**src/rtl/cpu_seq_ctrl_if.sv**
```systemverilog
// rtl/cpu_seq_ctrl_if.sv - sequencer <-> datapath control bundle
interface cpu_seq_ctrl_if #(
  parameter int CNT_W = 16
) ();
  logic             halt;
  logic             imem_ack;
  logic             dmem_ack;
  logic             mul_done;
  logic             cmp_true;
  logic             dec_mul;
  logic             dec_load;
  logic             dec_store;
  logic             dec_branch;
  logic             dec_jump;
  logic             dec_reg_we;
  logic             dec_csr_wr;
  logic             dec_reg_clear;

  logic             imem_req;
  logic             ir_we;
  logic             dmem_req;
  logic             dmem_we;
  logic             mul_start;
  logic             reg_we;
  logic             csr_we;
  logic             rf_clear;
  logic             pc_we;
  logic [1:0]       pc_sel;
  logic             bus_err;
  logic [2:0]       state;
  logic [CNT_W-1:0] instret;

  modport master (
    input  halt, imem_ack, dmem_ack, mul_done, cmp_true,
           dec_mul, dec_load, dec_store, dec_branch, dec_jump,
           dec_reg_we, dec_csr_wr, dec_reg_clear,
    output imem_req, ir_we, dmem_req, dmem_we, mul_start,
           reg_we, csr_we, rf_clear, pc_we, pc_sel, bus_err, state, instret
  );

  modport slave (
    output halt, imem_ack, dmem_ack, mul_done, cmp_true,
           dec_mul, dec_load, dec_store, dec_branch, dec_jump,
           dec_reg_we, dec_csr_wr, dec_reg_clear,
    input  imem_req, ir_we, dmem_req, dmem_we, mul_start,
           reg_we, csr_we, rf_clear, pc_we, pc_sel, bus_err, state, instret
  );
endinterface

```
**src/rtl/cpu_seq_ctrl.sv**
```systemverilog
// rtl/cpu_seq_ctrl.sv - multi-cycle fetch/decode/exec/mem/writeback sequencer
module cpu_seq_ctrl #(
  parameter int TIMEOUT = 15,
  parameter int CNT_W   = 16
) (
  input  logic          clk,
  input  logic          rst,
  cpu_seq_ctrl_if.master bus
);

  typedef enum logic [2:0] {
    S_IDLE   = 3'd0,
    S_FETCH  = 3'd1,
    S_DECODE = 3'd2,
    S_EXEC   = 3'd3,
    S_MULW   = 3'd4,
    S_MEM    = 3'd5,
    S_WB     = 3'd6,
    S_ERR    = 3'd7
  } state_e;

  localparam logic [7:0] WAIT_LAST = 8'(TIMEOUT - 1);

  state_e           state_q, state_d;
  logic [7:0]       wait_cnt_q;
  logic             take_branch_q;
  logic             imem_req_q;
  logic             dmem_req_q;
  logic             dmem_we_q;
  logic             mul_start_q;
  logic             reg_we_q;
  logic             csr_we_q;
  logic             rf_clear_q;
  logic             pc_we_q;
  logic [1:0]       pc_sel_q;
  logic             bus_err_q;
  logic [CNT_W-1:0] instret_q;

  logic wait_expired;
  logic to_wb;
  logic take_now;
  logic entering_wait;
  logic waiting;

  // Last allowed wait cycle: an ack here still wins, silence here is an error.
  assign wait_expired  = (wait_cnt_q == WAIT_LAST);
  assign to_wb         = (state_d == S_WB);
  assign take_now      = (state_q == S_EXEC) ? bus.cmp_true : take_branch_q;
  assign entering_wait = (state_d != state_q) && ((state_d == S_FETCH) || (state_d == S_MEM));
  assign waiting       = ((state_q == S_FETCH) && !bus.imem_ack) ||
                         ((state_q == S_MEM) && !bus.dmem_ack);

  always_comb begin
    state_d = state_q;
    case (state_q)
      S_IDLE:   if (!bus.halt && !bus_err_q) state_d = S_FETCH;
      S_FETCH: begin
        if (bus.imem_ack)      state_d = S_DECODE;
        else if (wait_expired) state_d = S_ERR;
      end
      S_DECODE: state_d = S_EXEC;
      S_EXEC: begin
        if (bus.dec_mul)                         state_d = S_MULW;
        else if (bus.dec_load || bus.dec_store)  state_d = S_MEM;
        else                                     state_d = S_WB;
      end
      S_MULW:   if (bus.mul_done) state_d = S_WB;
      S_MEM: begin
        if (bus.dmem_ack)      state_d = S_WB;
        else if (wait_expired) state_d = S_ERR;
      end
      S_WB:     state_d = bus.halt ? S_IDLE : S_FETCH;
      S_ERR:    state_d = S_ERR;
      default:  state_d = S_IDLE;
    endcase
  end

  // Outputs are registered from the next state so they line up with the state they belong to.
  always_ff @(posedge clk) begin
    if (rst) begin
      state_q       <= S_IDLE;
      wait_cnt_q    <= 8'd0;
      take_branch_q <= 1'b0;
      imem_req_q    <= 1'b0;
      dmem_req_q    <= 1'b0;
      dmem_we_q     <= 1'b0;
      mul_start_q   <= 1'b0;
      reg_we_q      <= 1'b0;
      csr_we_q      <= 1'b0;
      rf_clear_q    <= 1'b0;
      pc_we_q       <= 1'b0;
      pc_sel_q      <= 2'd0;
      bus_err_q     <= 1'b0;
      instret_q     <= '0;
    end else begin
      state_q <= state_d;

      if (entering_wait)  wait_cnt_q <= 8'd0;
      else if (waiting)   wait_cnt_q <= wait_cnt_q + 8'd1;

      if (state_q == S_EXEC) take_branch_q <= bus.cmp_true;

      imem_req_q  <= (state_d == S_FETCH);
      mul_start_q <= (state_d == S_EXEC) && bus.dec_mul;
      dmem_req_q  <= (state_d == S_MEM);
      dmem_we_q   <= (state_d == S_MEM) && bus.dec_store;

      reg_we_q    <= to_wb && bus.dec_reg_we;
      csr_we_q    <= to_wb && bus.dec_csr_wr;
      rf_clear_q  <= to_wb && bus.dec_reg_clear;
      pc_we_q     <= to_wb;
      pc_sel_q    <= !to_wb                       ? 2'd0 :
                     bus.dec_jump                 ? 2'd2 :
                     (bus.dec_branch && take_now) ? 2'd1 : 2'd0;

      if (state_q == S_WB) instret_q <= instret_q + CNT_W'(1);

      if ((state_d == S_ERR) && (state_q != S_ERR)) bus_err_q <= 1'b1;
    end
  end

  assign bus.imem_req  = imem_req_q;
  assign bus.ir_we     = imem_req_q && bus.imem_ack;
  assign bus.dmem_req  = dmem_req_q;
  assign bus.dmem_we   = dmem_we_q;
  assign bus.mul_start = mul_start_q;
  assign bus.reg_we    = reg_we_q;
  assign bus.csr_we    = csr_we_q;
  assign bus.rf_clear  = rf_clear_q;
  assign bus.pc_we     = pc_we_q;
  assign bus.pc_sel    = pc_sel_q;
  assign bus.bus_err   = bus_err_q;
  assign bus.state     = state_q;
  assign bus.instret   = instret_q;

endmodule

```
**src/flat_wrapper.sv**
```systemverilog
// flat-port wrapper written by rule: the top's interface ports become plain ports
module cpu_seq_ctrl_flat 
#(
  parameter int TIMEOUT = 15,
  parameter int CNT_W   = 16
)
  (clk, rst, bus_halt, bus_imem_ack, bus_dmem_ack, bus_mul_done, bus_cmp_true, bus_dec_mul, bus_dec_load, bus_dec_store, bus_dec_branch, bus_dec_jump, bus_dec_reg_we, bus_dec_csr_wr, bus_dec_reg_clear, bus_imem_req, bus_ir_we, bus_dmem_req, bus_dmem_we, bus_mul_start, bus_reg_we, bus_csr_we, bus_rf_clear, bus_pc_we, bus_pc_sel, bus_bus_err, bus_state, bus_instret);
  cpu_seq_ctrl_if #(.CNT_W(CNT_W)) bus_i ();
  input  logic clk;
  input  logic rst;
  input wire logic [$bits(bus_i.halt)-1:0] bus_halt;
  input wire logic [$bits(bus_i.imem_ack)-1:0] bus_imem_ack;
  input wire logic [$bits(bus_i.dmem_ack)-1:0] bus_dmem_ack;
  input wire logic [$bits(bus_i.mul_done)-1:0] bus_mul_done;
  input wire logic [$bits(bus_i.cmp_true)-1:0] bus_cmp_true;
  input wire logic [$bits(bus_i.dec_mul)-1:0] bus_dec_mul;
  input wire logic [$bits(bus_i.dec_load)-1:0] bus_dec_load;
  input wire logic [$bits(bus_i.dec_store)-1:0] bus_dec_store;
  input wire logic [$bits(bus_i.dec_branch)-1:0] bus_dec_branch;
  input wire logic [$bits(bus_i.dec_jump)-1:0] bus_dec_jump;
  input wire logic [$bits(bus_i.dec_reg_we)-1:0] bus_dec_reg_we;
  input wire logic [$bits(bus_i.dec_csr_wr)-1:0] bus_dec_csr_wr;
  input wire logic [$bits(bus_i.dec_reg_clear)-1:0] bus_dec_reg_clear;
  output wire logic [$bits(bus_i.imem_req)-1:0] bus_imem_req;
  output wire logic [$bits(bus_i.ir_we)-1:0] bus_ir_we;
  output wire logic [$bits(bus_i.dmem_req)-1:0] bus_dmem_req;
  output wire logic [$bits(bus_i.dmem_we)-1:0] bus_dmem_we;
  output wire logic [$bits(bus_i.mul_start)-1:0] bus_mul_start;
  output wire logic [$bits(bus_i.reg_we)-1:0] bus_reg_we;
  output wire logic [$bits(bus_i.csr_we)-1:0] bus_csr_we;
  output wire logic [$bits(bus_i.rf_clear)-1:0] bus_rf_clear;
  output wire logic [$bits(bus_i.pc_we)-1:0] bus_pc_we;
  output wire logic [$bits(bus_i.pc_sel)-1:0] bus_pc_sel;
  output wire logic [$bits(bus_i.bus_err)-1:0] bus_bus_err;
  output wire logic [$bits(bus_i.state)-1:0] bus_state;
  output wire logic [$bits(bus_i.instret)-1:0] bus_instret;
  assign bus_i.halt = bus_halt;
  assign bus_i.imem_ack = bus_imem_ack;
  assign bus_i.dmem_ack = bus_dmem_ack;
  assign bus_i.mul_done = bus_mul_done;
  assign bus_i.cmp_true = bus_cmp_true;
  assign bus_i.dec_mul = bus_dec_mul;
  assign bus_i.dec_load = bus_dec_load;
  assign bus_i.dec_store = bus_dec_store;
  assign bus_i.dec_branch = bus_dec_branch;
  assign bus_i.dec_jump = bus_dec_jump;
  assign bus_i.dec_reg_we = bus_dec_reg_we;
  assign bus_i.dec_csr_wr = bus_dec_csr_wr;
  assign bus_i.dec_reg_clear = bus_dec_reg_clear;
  assign bus_imem_req = bus_i.imem_req;
  assign bus_ir_we = bus_i.ir_we;
  assign bus_dmem_req = bus_i.dmem_req;
  assign bus_dmem_we = bus_i.dmem_we;
  assign bus_mul_start = bus_i.mul_start;
  assign bus_reg_we = bus_i.reg_we;
  assign bus_csr_we = bus_i.csr_we;
  assign bus_rf_clear = bus_i.rf_clear;
  assign bus_pc_we = bus_i.pc_we;
  assign bus_pc_sel = bus_i.pc_sel;
  assign bus_bus_err = bus_i.bus_err;
  assign bus_state = bus_i.state;
  assign bus_instret = bus_i.instret;
  cpu_seq_ctrl #(.TIMEOUT(TIMEOUT), .CNT_W(CNT_W)) u_core (.clk(clk), .rst(rst), .bus(bus_i));
endmodule
```
**config.mk**
```make
export PLATFORM = sky130hd
export DESIGN_NAME = cpu_seq_ctrl_flat
export DESIGN_NICKNAME = d
export VERILOG_FILES = /design/src/rtl/cpu_seq_ctrl_if.sv /design/src/rtl/cpu_seq_ctrl.sv /design/src/flat_wrapper.sv
export SDC_FILE = /design/constraint.sdc
export NUM_CORES = 1
export LEC_CHECK = 0
export ABC_AREA = 1
export BUFFER_PORTS_ARGS = -buffer_cell sky130_fd_sc_hd__buf_2
export CORE_ASPECT_RATIO = 1.25
export CORE_MARGIN = 4
export CORE_UTILIZATION = 50
export CTS_BUF_LIST = sky130_fd_sc_hd__clkbuf_4
export CTS_CLUSTER_DIAMETER = 50
export DETAILED_ROUTE_END_ITERATION = 8
export PLACE_DENSITY_LB_ADDON = 0.15
export SLEW_MARGIN = 20
export SYNTH_ARGS = -nofsm -noshare
export SYNTH_HDL_FRONTEND = slang
export SYNTH_SLANG_ARGS = --single-unit
```
**constraint.sdc**
```tcl
create_clock -name clk -period 1.41 [get_ports clk]
set_input_delay 0.282 -clock clk [delete_from_list [all_inputs] [get_ports clk]]
set_output_delay 0.282 -clock clk [all_outputs]
set_load 0.05 [all_outputs]
```
# Word level (Yosys, flattened, before mapping)
# Cells that the tools add are included.
[word_totals]
regBits = 39
out_inout_bits = 31
elab_cells = 68
inputBits = 15
[classes]
reduce_logical = 23
eq_ne = 15
muxes = 12
addsub = 2
n_bitwise = 1
[op_table]
columns = ["cell", "count"]
rows = [
  ["one-hot mux 3 bit (8 select lines)", 1],
  ["equality test 3 bit, second input constant", 7],
  ["2-to-1 mux 3 bit", 6],
  ["adder 16 x 1 -> 16 bit, second input constant", 1],
  ["logical AND 1 bit", 12],
  ["equality test 3 x 2 -> 1 bit, second input constant", 3],
  ["adder 8 x 1 -> 8 bit, second input constant", 1],
  ["equality test 8 x 4 -> 1 bit, second input constant", 1],
  ["equality test 3 x 1 -> 1 bit, second input constant", 2],
  ["zero test 1 bit", 4],
  ["2-to-1 mux 2 bit", 2],
  ["OR reduction 2 bit", 2],
  ["zero test 3 bit", 1],
  ["logical OR 1 bit", 3],
  ["2-to-1 mux 1 bit", 3],
  ["inequality test 3 bit", 1],
  ["inequality test 3 bit, second input constant", 1],
  ["OR reduction 3 bit", 1],
  ["NOT 1 bit", 1],
]

# Logic depth before layout (Yosys ltp)
# Gate-level depths: netlist (run 1).
[depth]
depth_word = 8
depth_mapped = 12
ltp_nobuf = 12

# Least setup slack after synthesis (run 1)
# No wires, ideal clock.
[synth_timing]
path_type = "flip-flop to flip-flop"
startpoint = "register u_core.state_q[1] (netlist: u_core.bus.state[1])"
endpoint = "register u_core.instret_q[11] (netlist: u_core.bus.instret[11])"
n_path_buf = 1
required_ns = 1.295
path_stages_with_launch = 11
period_less_slack_ns = 1.816
t_arrival_ns = 1.701
setup_slack_ns = -0.406
setup_time_ns = 0.115
cell_sequence = "dfxtp_1 > buf_6 > nand3_2 > nor2_2 > nand2_1 > nor2_1 > nand2_1 > nor3_2 > nand2_1 > nand2_1 > nor2_1"
[synth_via]
elab_chain_cells = 1
[synth_lines]
columns = ["element", "line", "text"]
rows = [
  ["from (decl)", "cpu_seq_ctrl.sv:24", "state_e state_q, state_d;"],
  ["from (signal assigned)", "cpu_seq_ctrl.sv:96", "state_q <= state_d;"],
  ["equality test 3 bit", "cpu_seq_ctrl.sv:116", "if (state_q == S_WB) instret_q <= instret_q + CNT_W'(1);"],
  ["to (signal assigned)", "cpu_seq_ctrl.sv:116", ""],
  ["to (decl)", "cpu_seq_ctrl.sv:37", "logic [CNT_W-1:0] instret_q;"],
]
# Every way passes these cells.
# A chain may end at the register's enable or synchronous reset.

# Worst setup path in the final report (run 1)
[layout_timing]
startpoint = "register u_core.wait_cnt_q[0]"
endpoint = "register u_core.wait_cnt_q[1]"
[layout_via]
elab_chain_cells = 8
elab_cells_between_ends = 12
cone_classes = "add/sub: 1; eq/ne: 4; mux: 4; reduce/logical: 3"
[layout_lines]
columns = ["element", "line", "text"]
rows = [
  ["from (decl)", "cpu_seq_ctrl.sv:25", "logic [7:0] wait_cnt_q;"],
  ["from (signal assigned)", "cpu_seq_ctrl.sv:99", "else if (waiting) wait_cnt_q <= wait_cnt_q + 8'd1;"],
  ["equality test 8 x 4 -> 1 bit", "cpu_seq_ctrl.sv:46", "assign wait_expired = (wait_cnt_q == WAIT_LAST);"],
  ["2-to-1 mux 3 bit", "cpu_seq_ctrl.sv:59, cpu_seq_ctrl.sv:70", ""],
  ["2-to-1 mux 3 bit, on equally long branches", "cpu_seq_ctrl.sv:69, cpu_seq_ctrl.sv:58", ""],
  ["one-hot mux 3 bit (8 select lines)", "cpu_seq_ctrl.sv:55", "case (state_q)"],
  ["equality test 3 x 1 -> 1 bit or equality test 3 bit (tied branches)", "cpu_seq_ctrl.sv:49", "assign entering_wait = (state_d != state_q) && ((state_d == S_FETCH) || (state_d == S_MEM));"],
  ["logical OR 1 bit", "cpu_seq_ctrl.sv:49", ""],
  ["logical AND 1 bit", "cpu_seq_ctrl.sv:49", ""],
  ["OR reduction 2 bit (no source line)", "-", ""],
]
# Parallel ways exist; a longest one is shown, timed or not.

==> PnR_summary.wiki, run 1 <==
{| class="wikitable"
! Metric !! Value
|-
| Outcome || complete, but fails checks
|-
| Violated checks || negative setup slack
|-
| Crit Path Max Fanout || 8
|-
| CP required || 1640 ps
|-
| Boundary pin count || 46
|-
| Final global-route overflow total || 0
|-
| Element type at the critical path end || flop
|-
| Total standard cell area after synthesis || 1920 um^2
|-
| RSZ-0062 raised after global routing || yes
|-
| Share of the clock period used by the worst path || 107%
|-
| Placeable core region || 3600 um^2
|-
| CTS H-tree depth || 2
|-
| TritonCTS buffer count || 5
|-
| Hold buffers post-CTS || 0
|-
| Die Area || 4900 um^2
|-
| Effective utilization at floorplan || 53.3%
|-
| Clock tree skew after final layout || 11.7 ps
|-
| Placement Setup Slack || -98.9 ps
|-
| Number of distinct library cells after synthesis || 31
|-
| Post-Synthesis Mean Instance Area || 7.22 um^2
|-
| Highest attainable clock frequency || 661 MHz
|-
| Most repeated library cell on the critical path || nand2_2
|-
| Number of rows in the core area || 24
|-
| Worst hold slack across all endpoints || 139 ps
|-
| Final core utilization || 77.7%
|-
| Min Clock Period, post-route || 1510 ps
|-
| Post-detailed-route DRC marker count || 0
|-
| Critical path data arrival time || 1740 ps
|-
| Startpoint class of the critical path || flop
|-
| Number of nets in the synthesized netlist || 284
|-
| Total half-perimeter wirelength after legalization and detailed placement || 3470 um
|-
| DRT antenna net count || 0
|-
| DIE WIDTH || 63.4 um
|-
| Fill cell total of the finished layout || 268
|-
| Vias in the first global route || 1836
|-
| WL per Instance || 13.9 um
|-
| Number of nets in the layout || 358
|-
| First-pass GRT wire length || 7980 um
|-
| Vertical die dimension || 77.3 um
|-
| Power density relative to cell area || 1430 nW/um^2
|-
| Leakage power summed over all cells || 1.26 nW
|-
| Cell-by-cell trace of the critical path || inv_2 -> ha_4 -> nand2_2 -> nor2_2 -> nand2_2 -> buf_6 -> nand2_2 -> nand3_2 -> nand4_1 -> nand2_2 -> nand2_4 -> nor2_1
|-
| Register area share after synthesis || 40.7%
|-
| DR vias/cell || 5.09
|-
| Initial DRC count || 85
|-
| IR drop worst, VDD || 0.000764 V
|-
| Slew Limit Fails || 0
|-
| Share of layout cells above drive strength 1 || 46.9%
|-
| Clock tree from TritonCTS || done
|-
| Maximum number of pins on one net before global-route repair || 14
|-
| Antenna fix cells || 0
|-
| Slowest stage cell, crit path || dfxtp_2
|-
| Antenna violations before repair || 0
|-
| Clock sink count || 39
|-
| DR vias || 1933
|-
| Max_slew headroom || 66.0%
|-
| Placed cells || 365
|-
| Pin slew with the least headroom to its limit || 504 ps
|-
| Wirelength, routed || 5290 um
|-
| Hold/Removal Path Class || in2reg
|-
| Final Total Pwr || 4.01 mW
|-
| Number of warning messages in the yosys log || 0
|-
| Gate count of the mapped netlist || 266
|-
| Total routing resource utilization after global routing || 19.9%
|-
| Reg clk slew, reported paths || 120 ps
|-
| Post-synthesis to final-layout area growth || 45.9%
|-
| Count of final hold-check violations || 0
|-
| Flops & latches, synth || 39
|-
| Number of buffers added on ports || 45
|-
| Delay of the slowest cell on the worst path || 350 ps
|-
| Number of maximum-capacitance violations || 0
|-
| Pre-Repair DR Iteration Count || 4
|-
| Type of the worst setup path || reg2reg
|-
| Post-route insts no fill || 380
|-
| Clk Latency, worst-skew pair || 330 ps
|-
| Setup slack of the critical path after layout || -102 ps
|-
| Final number of setup-violating endpoints || 21
|-
| Worst-case clock buffer depth || 2
|-
| Clock tree root buffer cell || clkbuf_4
|-
| Global placer's final weighted congestion || 0.916
|}
-- per-layer routing --
layer | GRT usage [%] | up-vias | wire [um]
li1 | - | 985 | -
met1 | 22.6 | 893 | 2140
met2 | 36.5 | 41 | 2790
met3 | 4.82 | 14 | 204
met4 | 5.40 | 0 | 153
met5 | 0 | - | 0
-- path summary, 6_finish.rpt --
| kind | end | startpoint | slack [ps] | cells past startpoint |
|---|---|---|---|---|
| worst max-delay path | u_core.wait_cnt_q[1] | u_core.wait_cnt_q[0] | -100 | 12 |
| worst min-delay path | u_core.bus.rf_clear | bus_dec_reg_clear | 140 | 3 |
| worst max register to register | u_core.wait_cnt_q[1] | u_core.wait_cnt_q[0] | -100 | 12 |
| worst min register to register | u_core.bus.bus_err | u_core.bus.bus_err | 500 | 2 |
-- synthesized netlist by cell type, drive strengths merged --
cell | n | area [um^2]
nor3 | 11 | 76.3
xnor2 | 5 | 43.8
nand3b | 2 | 18.8
nor3b | 1 | 7.51
ha | 3 | 37.5
mux2i | 1 | 10.0
inv | 41 | 154
clkinv | 1 | 5.00
nand2 | 55 | 221
nor2 | 46 | 198
and2 | 1 | 6.26
a21oi | 13 | 65.1
o21a | 1 | 7.51
nand4 | 5 | 31.3
xor2 | 5 | 43.8
o21ai | 14 | 73.8
dfxtp | 39 | 781
clkbuf | 2 | 7.51
buf | 2 | 22.5
nand3 | 18 | 110
-- state kept, by name, indices dropped and copies added (netlist names) --
signal                count
u_core.bus.state          3
u_core.bus.instret       16
u_core.bus.imem_req       1
u_core.bus.reg_we         1
u_core.bus.csr_we         1
u_core.bus.bus_err        1
u_core.take_branch_q      1
u_core.bus.pc_sel         2
u_core.bus.dmem_we        1
u_core.bus.pc_we          1
u_core.bus.dmem_req       1
u_core.bus.mul_start      1
u_core.bus.rf_clear       1
u_core.wait_cnt_q         8
-- critical path, delay by kind of cell (launching register included) --
family / cells / cell delay, ps
buf+inv: 2 / 220
fa+ha+maj: 1 / 130
flops: 1 / 350
simple gates: 9 / 720
-- layout by cell type, fill, tap and decap left out, types with 6 or more instances in the layout --
cell type  count
a21oi_1       12
buf_2         41
buf_4         24
clkbuf_4       7
dfxtp_1       22
dfxtp_2       12
inv_1         35
nand2_1       40
nand2_2       11
nand3_1        6
nand3_2        6
nand3_4        6
nor2_1        26
nor2_2         8
nor2_4        12
nor3_1         6
o21ai_0        9
-- report_power, final --
part / internal (mW) / switching (mW)
sequential: 1.21 / 0.159
clock: 0.365 / 0.357
combinational: 0.746 / 1.18
total: 2.32 / 1.69
-- timing repair --
| item | 4_1_cts | 5_1_grt |
|---|---|---|
| endpoints found under the hold margin | 0 | 0 |
| gates cloned | 0 | 0 |
| pin swaps | 13 | 26 |
| gates resized for setup | 8 | 60 |
| setup endpoints to repair | 22 | 28 |
| buffers inserted | 2 | 5 |
-- per-stage QoR --
step	setup TNS [ps]	area, um^2
2_1_floorplan	-1050	2010
3_3_place_gp	-131	2410
3_5_place_dp	-1320	2410
4_1_cts	-654	2520
5_1_grt	-3260	2800
6_report	-1100	2800
-- area by class of cell --
class | instances | area [um^2] | share of cell area, %
well taps | 39 | 48.8 | 1.74
flip-flops and latches | 39 | 815 | 29.1
clock buffers | 5 | 37.5 | 1.34
multi-input cells | 181 | 1230 | 43.8
repair buffers | 71 | 463 | 16.5
clock inverters | 3 | 38.8 | 1.38
inverters | 42 | 173 | 6.16
-- logic make-up (layout without fill, tap and decap cells) --
| logic type | after synthesis | count (layout) | share of synthesized area, % |
|---|---|---|---|
| flip-flops | 39 | 39 | 40.7 |
| multiplexers | 1 | 1 | 0.521 |
| XOR/XNOR | 10 | 10 | 4.56 |
| AND/OR/NAND/NOR | 139 | 139 | 34.9 |
| adder cells (fa/ha/maj) | 3 | 3 | 1.95 |
| buffers and inverters | 46 | 121 | 9.84 |
| AO/OA/AOI/OAI | 28 | 28 | 7.62 |
(Power assumes the default switching activity.)
==> run 2: changes to the inputs <==
--- a/config.mk
+++ b/config.mk
@@ -6,7 +6,7 @@
 export NUM_CORES = 1
 export LEC_CHECK = 0
 export ABC_AREA = 1
-export BUFFER_PORTS_ARGS = -buffer_cell sky130_fd_sc_hd__buf_2
+export BUFFER_PORTS_ARGS = -buffer_cell sky130_fd_sc_hd__buf_4
 export CORE_ASPECT_RATIO = 1.25
 export CORE_MARGIN = 4
 export CORE_UTILIZATION = 50
==> run 2 against run 1 <==
Effect of this change: final area up 4.9%; flip-flop and latch count did not move; worst setup slack is essentially flat; total power up 0.82%; count of clock-buffer cells in the layout is 2 higher; maximum frequency hardly changed; hold slack lost 3.1 ps; non-clock buffer count is 7 higher; the run still ends with negative setup slack left; register-to-register slack is essentially flat; utilization grew 3.8 points; wire length increased by 2.5%.
==> PnR_summary.wiki, run 2 (synthesized netlist as in run 1, its figures left out) <==
{| class="wikitable"
! Metric !! Value
|-
| Worst hold slack across all endpoints || 136 ps
|-
| Pre-Repair DR Iteration Count || 4
|-
| Share of layout cells above drive strength 1 || 50.0%
|-
| Area after detailed placement || 2510 um^2
|-
| TritonCTS buffer count || 5
|-
| Effective utilization at floorplan || 53.3%
|-
| Initial DRC count || 80
|-
| RSZ-0062 raised after global routing || yes
|-
| Outcome || complete, but fails checks
|-
| Crit Path Max Fanout || 7
|-
| Launching point of the worst reg2reg path || u_core.bus.state[1]
|-
| Highest attainable clock frequency || 661 MHz
|-
| Critical path data arrival time || 1800 ps
|-
| Wirelength, routed || 5420 um
|-
| Number of nets in the layout || 365
|-
| WL per Instance || 14.0 um
|-
| Clk Latency, worst-skew pair || 350 ps
|-
| Worst R2R Setup Slack || -100 ps
|-
| Boundary pin count || 46
|-
| Hold buffers post-CTS || 0
|-
| Placed cells || 364
|-
| First-pass GRT wire length || 8460 um
|-
| Path depth of the worst reg2reg path || 9
|-
| Share of the clock period used by the worst path || 107%
|-
| Clock sink count || 39
|-
| Max_slew headroom || 75.7%
|-
| Placement Setup Slack || -96.6 ps
|-
| Count of final hold-check violations || 0
|-
| Final global-route overflow total || 0
|-
| Leakage power summed over all cells || 1.30 nW
|-
| Die Area || 4900 um^2
|-
| Startpoint class of the critical path || flop
|-
| Terminating pin of the worst hold path || u_core.bus.reg_we
|-
| DRT antenna net count || 0
|-
| CTS H-tree depth || 2
|-
| Number of maximum-capacitance violations || 0
|-
| Hold/Removal Path Class || in2reg
|-
| Number of rows in the core area || 24
|-
| Reg clk slew, reported paths || 110 ps
|-
| Power density relative to cell area || 1380 nW/um^2
|-
| Pin slew with the least headroom to its limit || 360 ps
|-
| CP required || 1700 ps
|-
| Sum of negative setup slack || -1300 ps
|-
| Final number of setup-violating endpoints || 20
|-
| Post-synthesis to final-layout area growth || 53.0%
|-
| Flip-flop count of the largest register, all copies and words added || 16
|-
| Slew Limit Fails || 0
|-
| Clock tree from TritonCTS || done
|-
| DR vias/cell || 5.08
|-
| Placeable core region || 3600 um^2
|-
| Total routing resource utilization after global routing || 21.7%
|-
| Element type at the critical path end || flop
|-
| Vias in the first global route || 1969
|-
| Min Clock Period, post-route || 1510 ps
|-
| Post-route design area || 2940 um^2
|-
| Global placer's final weighted congestion || 0.883
|-
| Number of buffers added on ports || 45
|-
| Type of the worst setup path || reg2reg
|-
| DIE WIDTH || 63.4 um
|-
| Hold-critical path depth || 3
|-
| Hold path startpoint || bus_dec_reg_we
|-
| Final Total Pwr || 4.04 mW
|-
| Worst-case clock buffer depth || 2
|-
| Post-detailed-route DRC marker count || 0
|-
| Maximum number of pins on one net before global-route repair || 12
|-
| Clock tree root buffer cell || clkbuf_4
|-
| Final core utilization || 81.5%
|-
| Post-route insts no fill || 387
|-
| IR drop worst, VDD || 0.000796 V
|-
| Vertical die dimension || 77.3 um
|-
| Violated checks || negative setup slack
|-
| DR vias || 1965
|-
| Commonest cells after routing, fill and taps aside || buf_4 (74), nand2_1 (39), inv_1 (35)
|-
| Total half-perimeter wirelength after legalization and detailed placement || 3550 um
|-
| Crit Reg-Reg Endpoint || u_core.bus.pc_sel[0]
|-
| Setup slack of the critical path after layout || -102 ps
|-
| Clock tree skew after final layout || 9.62 ps
|-
| Antenna violations before repair || 0
|-
| Antenna fix cells || 0
|-
| Most common library cell in the layout ignoring fill and taps || buf_4
|}
run 2: changes by cell type in the layout (fill, tap and decap cells not counted), sizes merged:
cell	before	now
buf	69	78
bufinv	1	0
inv	41	42
clkinv	3	1
run 2: how the worst max path moves through the flow:
stage               depth (start not counted)                      to  slack (ps)                 start
floorplan                                   8  u_core.bus.instret[10]        -120   u_core.bus.state[1]
global placement                            8  u_core.bus.instret[10]         -10   u_core.bus.state[0]
detailed placement                         12    u_core.wait_cnt_q[3]        -100  u_core.wait_cnt_q[0]
CTS                                        12    u_core.wait_cnt_q[0]         -80  u_core.wait_cnt_q[0]
global route                               10    u_core.wait_cnt_q[4]        -210   u_core.bus.state[1]
finish                                      9    u_core.bus.pc_sel[0]        -100   u_core.bus.state[1]
run 2: power by group:
| group | switching (mW) | leakage [nW] | internal (mW) |
|---|---|---|---|
| sequential | 0.129 | 0.325 | 1.20 |
| clock | 0.352 | 0.0361 | 0.233 |
| combinational | 1.24 | 0.940 | 0.882 |
run 2: layout make-up:
type / instances / area, um^2
Multi-Input combinational cell: 181 / 1240
Sequential cell: 39 / 815
Fill cell: 247 / 666
Timing Repair Buffer: 78 / 613
Inverter: 42 / 168
Clock buffer: 7 / 52.6
Tap cell: 39 / 48.8
Clock inverter: 1 / 5.00
run 2: layer usage:
layer	up-vias	part of all wire, %	GRT usage, %
met4	0	3.4	14.0
met1	896	39	22.8
met5	-	0	0
met3	17	4.1	4.39
li1	997	-	-
met2	55	54	38.7
run 2: worst max-delay path: stages (launching register included):
cell and delay, ps:
dfxtp_4 400, buf_4 140, nand3_2 90, nand2_2 80, nor2_2 180, nand3_4 120, nand2_4 110, buf_12 110
nand3_4 110, nor3_2 110
run 2: what timing repair did:
action                                  in CTS  in global routing
gates resized for setup                     20                 48
endpoints found under the setup margin      22                 28
pin swaps                                   22                 23
buffers inserted                            11                  4
